==> src/rtl/reg_stream_reader.sv <==
// First-word-fall-through buffer that captures one-cycle strobes from an upstream
// register, dropping (and counting) strobes that arrive while it is full.
module reg_stream_reader #(
    parameter int DATA_WIDTH = 8,
    parameter int DEPTH      = 4
) (
    input  logic                         clk,
    input  logic                         a_reset_n,
    input  logic                         in_valid,
    input  logic [DATA_WIDTH-1:0]        in_data,
    output logic                         out_valid,
    input  logic                         out_ready,
    output logic [DATA_WIDTH-1:0]        out_data,
    output logic [$clog2(DEPTH):0]       count,
    output logic                         overflow,
    input  logic                         clear_overflow,
    output logic [7:0]                   drop_count
);

    localparam int PTR_W = $clog2(DEPTH);
    localparam int CNT_W = PTR_W + 1;

    typedef logic [PTR_W-1:0] ptr_t;
    typedef logic [CNT_W-1:0] cnt_t;

    logic [DATA_WIDTH-1:0] mem_q [DEPTH];

    ptr_t       wr_ptr_q, wr_ptr_d;
    ptr_t       rd_ptr_q, rd_ptr_d;
    cnt_t       count_q, count_d;
    logic       overflow_q, overflow_d;
    logic [7:0] drop_count_q, drop_count_d;

    logic full, push, pop, drop;

    // DEPTH is a power of two, so pointer wrap-around is plain overflow of PTR_W bits.
    // NOTE: every signal assigned here gets a default first so no latch is inferred.
    always_comb begin
        full         = (count_q == cnt_t'(DEPTH));
        pop          = (count_q != '0) && out_ready;
        push         = in_valid && (!full || pop);
        drop         = in_valid && !push;

        wr_ptr_d     = wr_ptr_q;
        rd_ptr_d     = rd_ptr_q;
        count_d      = count_q;
        overflow_d   = overflow_q;
        drop_count_d = drop_count_q;

        if (push) wr_ptr_d = wr_ptr_q + ptr_t'(1);
        if (pop)  rd_ptr_d = rd_ptr_q + ptr_t'(1);

        if (push && !pop)      count_d = count_q + cnt_t'(1);
        else if (pop && !push) count_d = count_q - cnt_t'(1);

        // A drop in the same cycle as a clear restarts the tally at one.
        if (drop) begin
            overflow_d = 1'b1;
            if (clear_overflow)             drop_count_d = 8'd1;
            else if (drop_count_q != 8'hFF) drop_count_d = drop_count_q + 8'd1;
        end else if (clear_overflow) begin
            overflow_d   = 1'b0;
            drop_count_d = 8'd0;
        end
    end

    // NOTE: sequential state uses non-blocking assignments only.
    always_ff @(posedge clk or negedge a_reset_n) begin
        if (!a_reset_n) begin
            wr_ptr_q     <= '0;
            rd_ptr_q     <= '0;
            count_q      <= '0;
            overflow_q   <= 1'b0;
            drop_count_q <= 8'd0;
        end else begin
            wr_ptr_q     <= wr_ptr_d;
            rd_ptr_q     <= rd_ptr_d;
            count_q      <= count_d;
            overflow_q   <= overflow_d;
            drop_count_q <= drop_count_d;
        end
    end

    // NOTE: storage is reset too, so out_data reads zero during and after reset.
    always_ff @(posedge clk or negedge a_reset_n) begin
        if (!a_reset_n) begin
            for (int i = 0; i < DEPTH; i++) mem_q[i] <= '0;
        end else if (push) begin
            mem_q[wr_ptr_q] <= in_data;
        end
    end

    assign out_valid  = (count_q != '0);
    assign out_data   = mem_q[rd_ptr_q];
    assign count      = count_q;
    assign overflow   = overflow_q;
    assign drop_count = drop_count_q;

endmodule

==> config.mk <==
export PLATFORM = sky130hd
export DESIGN_NAME = reg_stream_reader
export DESIGN_NICKNAME = d
export VERILOG_FILES = /design/src/rtl/reg_stream_reader.sv
export SDC_FILE = /design/constraint.sdc
export NUM_CORES = 1
export LEC_CHECK = 0
export BUFFER_PORTS_ARGS = -buffer_cell sky130_fd_sc_hd__buf_2
export CAP_MARGIN = 10
export CORE_MARGIN = 2
export CORE_UTILIZATION = 40
export CTS_CLUSTER_DIAMETER = 50
export CTS_CLUSTER_SIZE = 8
export DETAILED_ROUTE_END_ITERATION = 7
export GPL_TIMING_DRIVEN = 0
export MAX_ROUTING_LAYER = met4
export SYNTH_ARGS = -nofsm -noshare
export SYNTH_HDL_FRONTEND = slang
export SYNTH_SLANG_ARGS = --single-unit
==> constraint.sdc <==
create_clock -name clk -period 3.7 [get_ports clk]
set_clock_uncertainty 0.15 [all_clocks]
set_input_delay 0.74 -clock clk [delete_from_list [all_inputs] [get_ports clk]]
set_output_delay 0.74 -clock clk [all_outputs]
set_load 0.02 [all_outputs]
# Yosys cells after proc, flatten, opt, wreduce, memory -nomap -nowiden
# Index checks and enable logic that the tools add are counted.
[totals] ff_bits=48 wordCells=50 out_inout_bits=21 in_bits=13
[op_classes] n_mux=14 magnitude_cmp=3 n_eq_ne=2 addsub=5 bitwise_logic=2 reduce_logical=15
[op_table] op="2-to-1 mux 8 bit" n=7
[op_table] op="bitwise mux 32 bit" n=1
[op_table] op="binary-select mux 8 bit (select 2 bit)" n=1
[op_table] op="demux 8 bit (select 2 bit)" n=1
[op_table] op="adder 8 x 1 -> 8 bit (second input constant)" n=1
[op_table] op="!= test 8 bit (second input constant)" n=1
[op_table] op=">= comparator 3 bit (second input constant)" n=2
[op_table] op="logical AND 1 bit" n=6
[op_table] op="2-to-1 mux 3 bit" n=2
[op_table] op="NOT 2 -> 3 bit" n=2
[op_table] op="nonzero test 2 bit" n=3
[op_table] op="adder 2 x 1 -> 2 bit (second input constant)" n=2
[op_table] op="adder 3 x 1 -> 3 bit (second input constant)" n=1
[op_table] op="== test 3 bit (second input constant)" n=1
[op_table] op="logical NOT 1 bit" n=3
[op_table] op="less-than comparator 3 x 1 -> 1 bit (second input constant)" n=1
[op_table] op="nonzero test 3 bit" n=1
[op_table] op="subtractor 3 x 1 -> 3 bit (second input constant)" n=1
[op_table] op="2-to-1 mux 1 bit" n=2
[op_table] op="AND reduction 2 bit" n=1
[op_table] op="logical OR 1 bit" n=1

# Depth between registers and ports, before layout
[logic_depth] depth_word=8 mapped_depth=9 ltp_nobuf=8

# Least setup slack after synthesis
# Ideal clock, no wire load.
[synth_timing] path_type="input port to flip-flop" start="in out_ready" end="reg count_q[1] (netlist: count[1])" t_arrival_ns=2.303 path_buffers=1 setup_slack_ns=1.122 cell_stages=7 required_time_ns=3.425 setup_time_ns=0.125 path_cell_list="nor4b_4 -> nor2b_2 -> buf_6 -> ha_1 -> inv_1 -> fa_1 -> mux2_2"
[synth_via] elab_cells_between_ends=9 cone_classes="1 x mux; 8 x reduce/logical"
[synth_rtl] element="start, declared" line_no="12" source="input logic out_ready,"
[synth_rtl] element="logical AND 1 bit" line_no="40" source="pop = (count_q != '0) && out_ready;"
[synth_rtl] element="logical OR 1 bit" line_no="41" source="push = in_valid && (!full || pop);"
[synth_rtl] element="logical AND 1 bit" line_no="41"
[synth_rtl] element="named net push" line_no="34" source="logic full, push, pop, drop;"
[synth_rtl] element="logical AND 1 bit" line_no="53" source="if (push && !pop) count_d = count_q + cnt_t'(1);"
[synth_rtl] element="2-to-1 mux 3 bit" line_no="53"
[synth_rtl] element="named net count_d[1]" line_no="30" source="cnt_t count_q, count_d;"
[synth_rtl] element="end signal, assigned" line_no="78" source="count_q <= count_d;"
[synth_rtl] element="end, declared" line_no="30"
# The timed path passes the listed nets, and every way through them passes these cells.
# A chain may end at the register's enable or synchronous reset.

# Worst setup path in the final report
[layout_timing] start="reg rd_ptr_q[0]" end="out out_data[1]"
[layout_via] elab_chain_len=4
[layout_lines] element="start, declared" line_no="29" source="ptr_t rd_ptr_q, rd_ptr_d;"
[layout_lines] element="start signal, assigned" line_no="77" source="rd_ptr_q <= rd_ptr_d;"
[layout_lines] element="NOT 2 -> 3 bit (not written as such)" line_no="94" source="assign out_data = mem_q[rd_ptr_q];"
[layout_lines] element="binary-select mux 8 bit (select 2 bit)" line_no="94"
[layout_lines] element="2-to-1 mux 8 bit (not written as such) (2 in a row)" line_no="94"
[layout_lines] element="end, declared" line_no="13" source="output logic [DATA_WIDTH-1:0] out_data,"
# No other way between the ends. The select of a mux whose other input is x is not followed.

==> results.txt <==
* Number of remaining DRC errors: 0
- Across all register-to-register paths, the minimum setup slack is 1.17 ns.
* Global-route usage over all layers: 15.20%
* EDFF count, synth: 0
- The mapped netlist covers 0.002317 sq mm.
- Clock Tree Buf Depth: 2
- First-pass GRT wire length: 7.210 mm
- The count of final max-slew check failures is 0.
- Startpoint type of the worst setup path: flip-flop
* Fraction of the mapped netlist area in compound gates: 3.240%
- FFs w/ async S/R, synth: 100.0%
* Power Dens Cells: 815.2 mW/mm^2
* Share of total power consumed by net switching: 35.35%
* Post-synthesis xor/xnor area fraction: 2.268%
- The worst register-to-register path begins at count[0]$_DFFE_PN0P_.
- After routing the design area is 0.002658 sq mm.
- Cell count along the critical path: 3
- The internal portion of the total power is 1401 uW.
- I/O pins: 34
- The critical path is of the reg -> out type.
- For this run, global-route usage on met2 was measured as 23.67%.
- Cell type contributing the most total cell area after synthesis: dfrtp_1
* Number of endpoints failing setup at the final stage: 0
- Clk sink count: 48
* Logic depth of the worst register-to-register path: 7
- The worst path uses 69.08% of the clock period.
- The flow ran to the end, and the final reports show no timing, DRC or antenna violations.
* Via count of the first global-routing pass: 1468
- Global routing consumed, on the met1 layer, 20.22% of the routing resources.
* Synthesized netlist net count: 182
- Of the total synthesized cell area, the portion taken by AND, OR, NAND and NOR gates is 11.61%.
- The endpoint identified for the worst register-to-register timing path is count[1]$_DFFE_PN0P_.
- The count of buffers added on input and output ports is 32.
- In this run the worst hold path is classified as reg -> reg.
- The area growth from synthesis to layout is 14.69%.
- By area, the combinational part of the netlist is dominated by multiplexers.
* Critical path, cell by cell: buf_2 -> mux4_2 -> buf_2
- Cell row count: 27
* Setup total negative slack: 0 ns
* Synth Register Bits: 48
- Share of cell area taken by muxes after synthesis: 25.11%
- In this run, post-CTS hold repair placed 0 buffers.
- Overall via count from detail_route: 1429
* H-tree lvl count: 2
* Crit path buf inv count: 2
- Cell variety after synth: 34
- TritonCTS built the clock tree.
- In this run, CTS created clock tree buffers numbering 5.
* Hpwl dp: 3.072 mm
* Source-to-sink clock delay at the later pin of the worst-skew pair: 0.29 ns
* Clock-pin slew reported for the worst setup and hold paths after clock tree synthesis: 0.08 ns
- met2 is the most crowded layer.
- Summing all placed instances gives a cell area of 0.002567 sq mm.
- The share of total power dissipated in combinational logic is 45.2%.
* RSZ-0062 raised after global routing: false
* Slew of the pin with the lowest slew margin: 1.051 ns
- Max FO, Critical Path: 10
* Start point of the critical path: rd_ptr_q[0]$_DFFE_PN0P_
* Vias/cell: 5.215
- Highest-count cells in the layout ignoring fill and taps: dfrtp_1, buf_2, mux2_2, mux4_2, nor2_1
- Detail-routed net length per standard cell: 15.32 microns
- Maximum VDD drop: 0.3445 mV
- In the post-synthesis netlist, the biggest area contributors are dfrtp_1, mux2_2, mux4_2.
- Max cap viols: 0
* Gate family responsible for the most delay along the worst path: multiplexers
- DIE HEIGHT: 80.11 microns
- Global routing consumed, on the met3 layer, 3.596% of the routing resources.
- Buffers inserted by post-CTS timing repair: 0
- STA puts the critical path data arrival time at 1.67 ns.
- In this design, the critical path's most frequently occurring cell is buf_2.
- Summing all multi-input logic gate instances after layout gives 0.001074 sq mm.
- After technology mapping, the gate count stands at 162.
- Ant diodes: 0
- Floorplan die width: 80.11 microns
- The Yosys step of the flow raised 0 warnings.
- Relative contribution of the clock network to total power: 14.3%
- Post-synthesis sequential area ratio: 51.84%
- After the last flow step, the layout net total stands at 221.
- On the worst path, the slowest cell contributes a delay of 0.56 ns.
- For this configuration, the core starts out at a cell density of 41.82%.
- Lkg Pwr: 0.001178 uW
- In the final layout, flip-flops and latches occupy 0.001201 sq mm.
- Sum of routed wire length over all layers: 4.197 mm
- Subtracting the final worst setup slack from the clock period gives 2.556 ns.
* F_max: 0.3913 GHz
- Averaged over all synthesized cells, the footprint is 14.30 sq um.
- In the synthesized netlist the dominant register cell turns out to be dfrtp_1.
* Switching power summed over all nets: 765.8 uW
* Initial DRT Pass Iterations: 4
- Endpoint of the worst setup timing path: out_data[1]
- The number of hold violations in the final report came to 0.
- Die area: 0.006418 sq mm
- For this design, the slowest cell found on the critical path is mux4_2.
- For the worst setup path, the data required time is 2.81 ns.
* Cells resized by post-CTS repair: 0
* Area fraction of the dominant cell type after synthesis: 51.84%
- The library cell used most frequently in the layout, excluding fill and tap cells, is dfrtp_1.
* Share of layout cells above drive strength 1: 42.57%
- The number of antenna violations at the first check in global routing was 0.
- Headroom to the max-slew limit came out at 29.91%.
* Relative contribution of sequential cells to total power: 40.4%
* GRT Residual Overflow: 0
- After Yosys synthesis, full adders, half adders and majority gates account for 4.104% of the synthesized area.
- Maximum number of pins on one net before global-route repair: 49
- Remaining antenna violation count after routing: 0
* Crit end category: primary output
- Fill cells: 506
- Drt first-iter violations: 74
- Routability-driven placement finished with a final weighted congestion of 0.8308.
- In this run the standard cell core region covers 0.005540 sq mm.
- CTS Root Buffer Type: clkbuf_8
-- state kept, by name, indices dropped and copies added, names as in the netlist --
name and flops:
mem_q 32, drop_count 8, count 3, rd_ptr_q 2, wr_ptr_q 2, overflow 1
-- area by class of cell --
class / instances / share of cell area (%)
multi-input cells: 105 / 40.40
clock buffers: 8 / 3.390
repair buffers: 32 / 6.026
inverters: 5 / 0.7062
plain buffers: 4 / 0.8945
well taps: 72 / 3.390
flip-flops and latches: 48 / 45.20
-- worst min-delay path by stage --
stage,depth (start not counted),startpoint,slack (ns),endpoint
after floorplan,0,a_reset_n,0.29,count[0]$_DFFE_PN0P_
after global placement,1,mem_q[28]$_DFFE_PN0P_,0.32,mem_q[28]$_DFFE_PN0P_
after detailed placement,1,mem_q[12]$_DFFE_PN0P_,0.34,mem_q[12]$_DFFE_PN0P_
after CTS,1,mem_q[12]$_DFFE_PN0P_,0.36,mem_q[12]$_DFFE_PN0P_
after global routing,1,mem_q[12]$_DFFE_PN0P_,0.37,mem_q[12]$_DFFE_PN0P_
final,1,mem_q[27]$_DFFE_PN0P_,0.35,mem_q[27]$_DFFE_PN0P_
-- stage by stage --
step	total power (uW)	util [%]	std cells	setup slack (ns)	hold slack, ns
5_1_grt	2330	47.97	274	1.004	0.3734
3_3_place_gp	1836	46.34	266	0.8432	0.3189
6_report	2166	47.97	274	1.144	0.3527
2_1_floorplan	1625	-	162	1.122	0.2944
3_5_place_dp	1898	46.34	266	0.8154	0.3394
4_1_cts	2211	47.97	274	1.109	0.3583
-- synthesized netlist by cell type, types with 2 or more instances --
cell / count
nand2_8: 4
o21ai_0: 3
inv_1: 5
nor2_1: 7
and3_1: 2
nand2_1: 4
xor2_1: 2
nand3_1: 6
nor3_1: 2
nand4_1: 2
mux2i_1: 3
a211oi_1: 3
mux4_2: 8
a21oi_1: 3
mux2_2: 31
nand2b_1: 2
dfrtp_1: 48
ha_1: 6
xnor2_1: 4
or3_1: 2
mux2_1: 2
-- power groups by stage --
stage                     registers (uW)  logic [uW]  clock network (uW)
after floorplan                      878         747                   0
after global placement               865         972                   0
after detailed placement             892        1010                   0
after CTS                            880        1010                 323
after global routing                 907        1080                 346
final                                876         980                 310
-- per-layer routing --
layer / part of all wire (%) / vias to the layer above
li1: - / 669
met1: 44 / 726
met2: 51 / 29
met3: 3.7 / 5
met4: 0.95 / 0
met5: 0 / -
-- cell families (layout without fill, tap and decap cells) --
logic type / count (synthesis) / after routing
mux: 44 / 44
simple gates: 36 / 36
xor+xnor: 6 / 6
compound gates: 12 / 12
buf+inv: 9 / 49
fa+ha+maj: 7 / 7
flops: 48 / 48
Power figures use the tool's default switching activity.
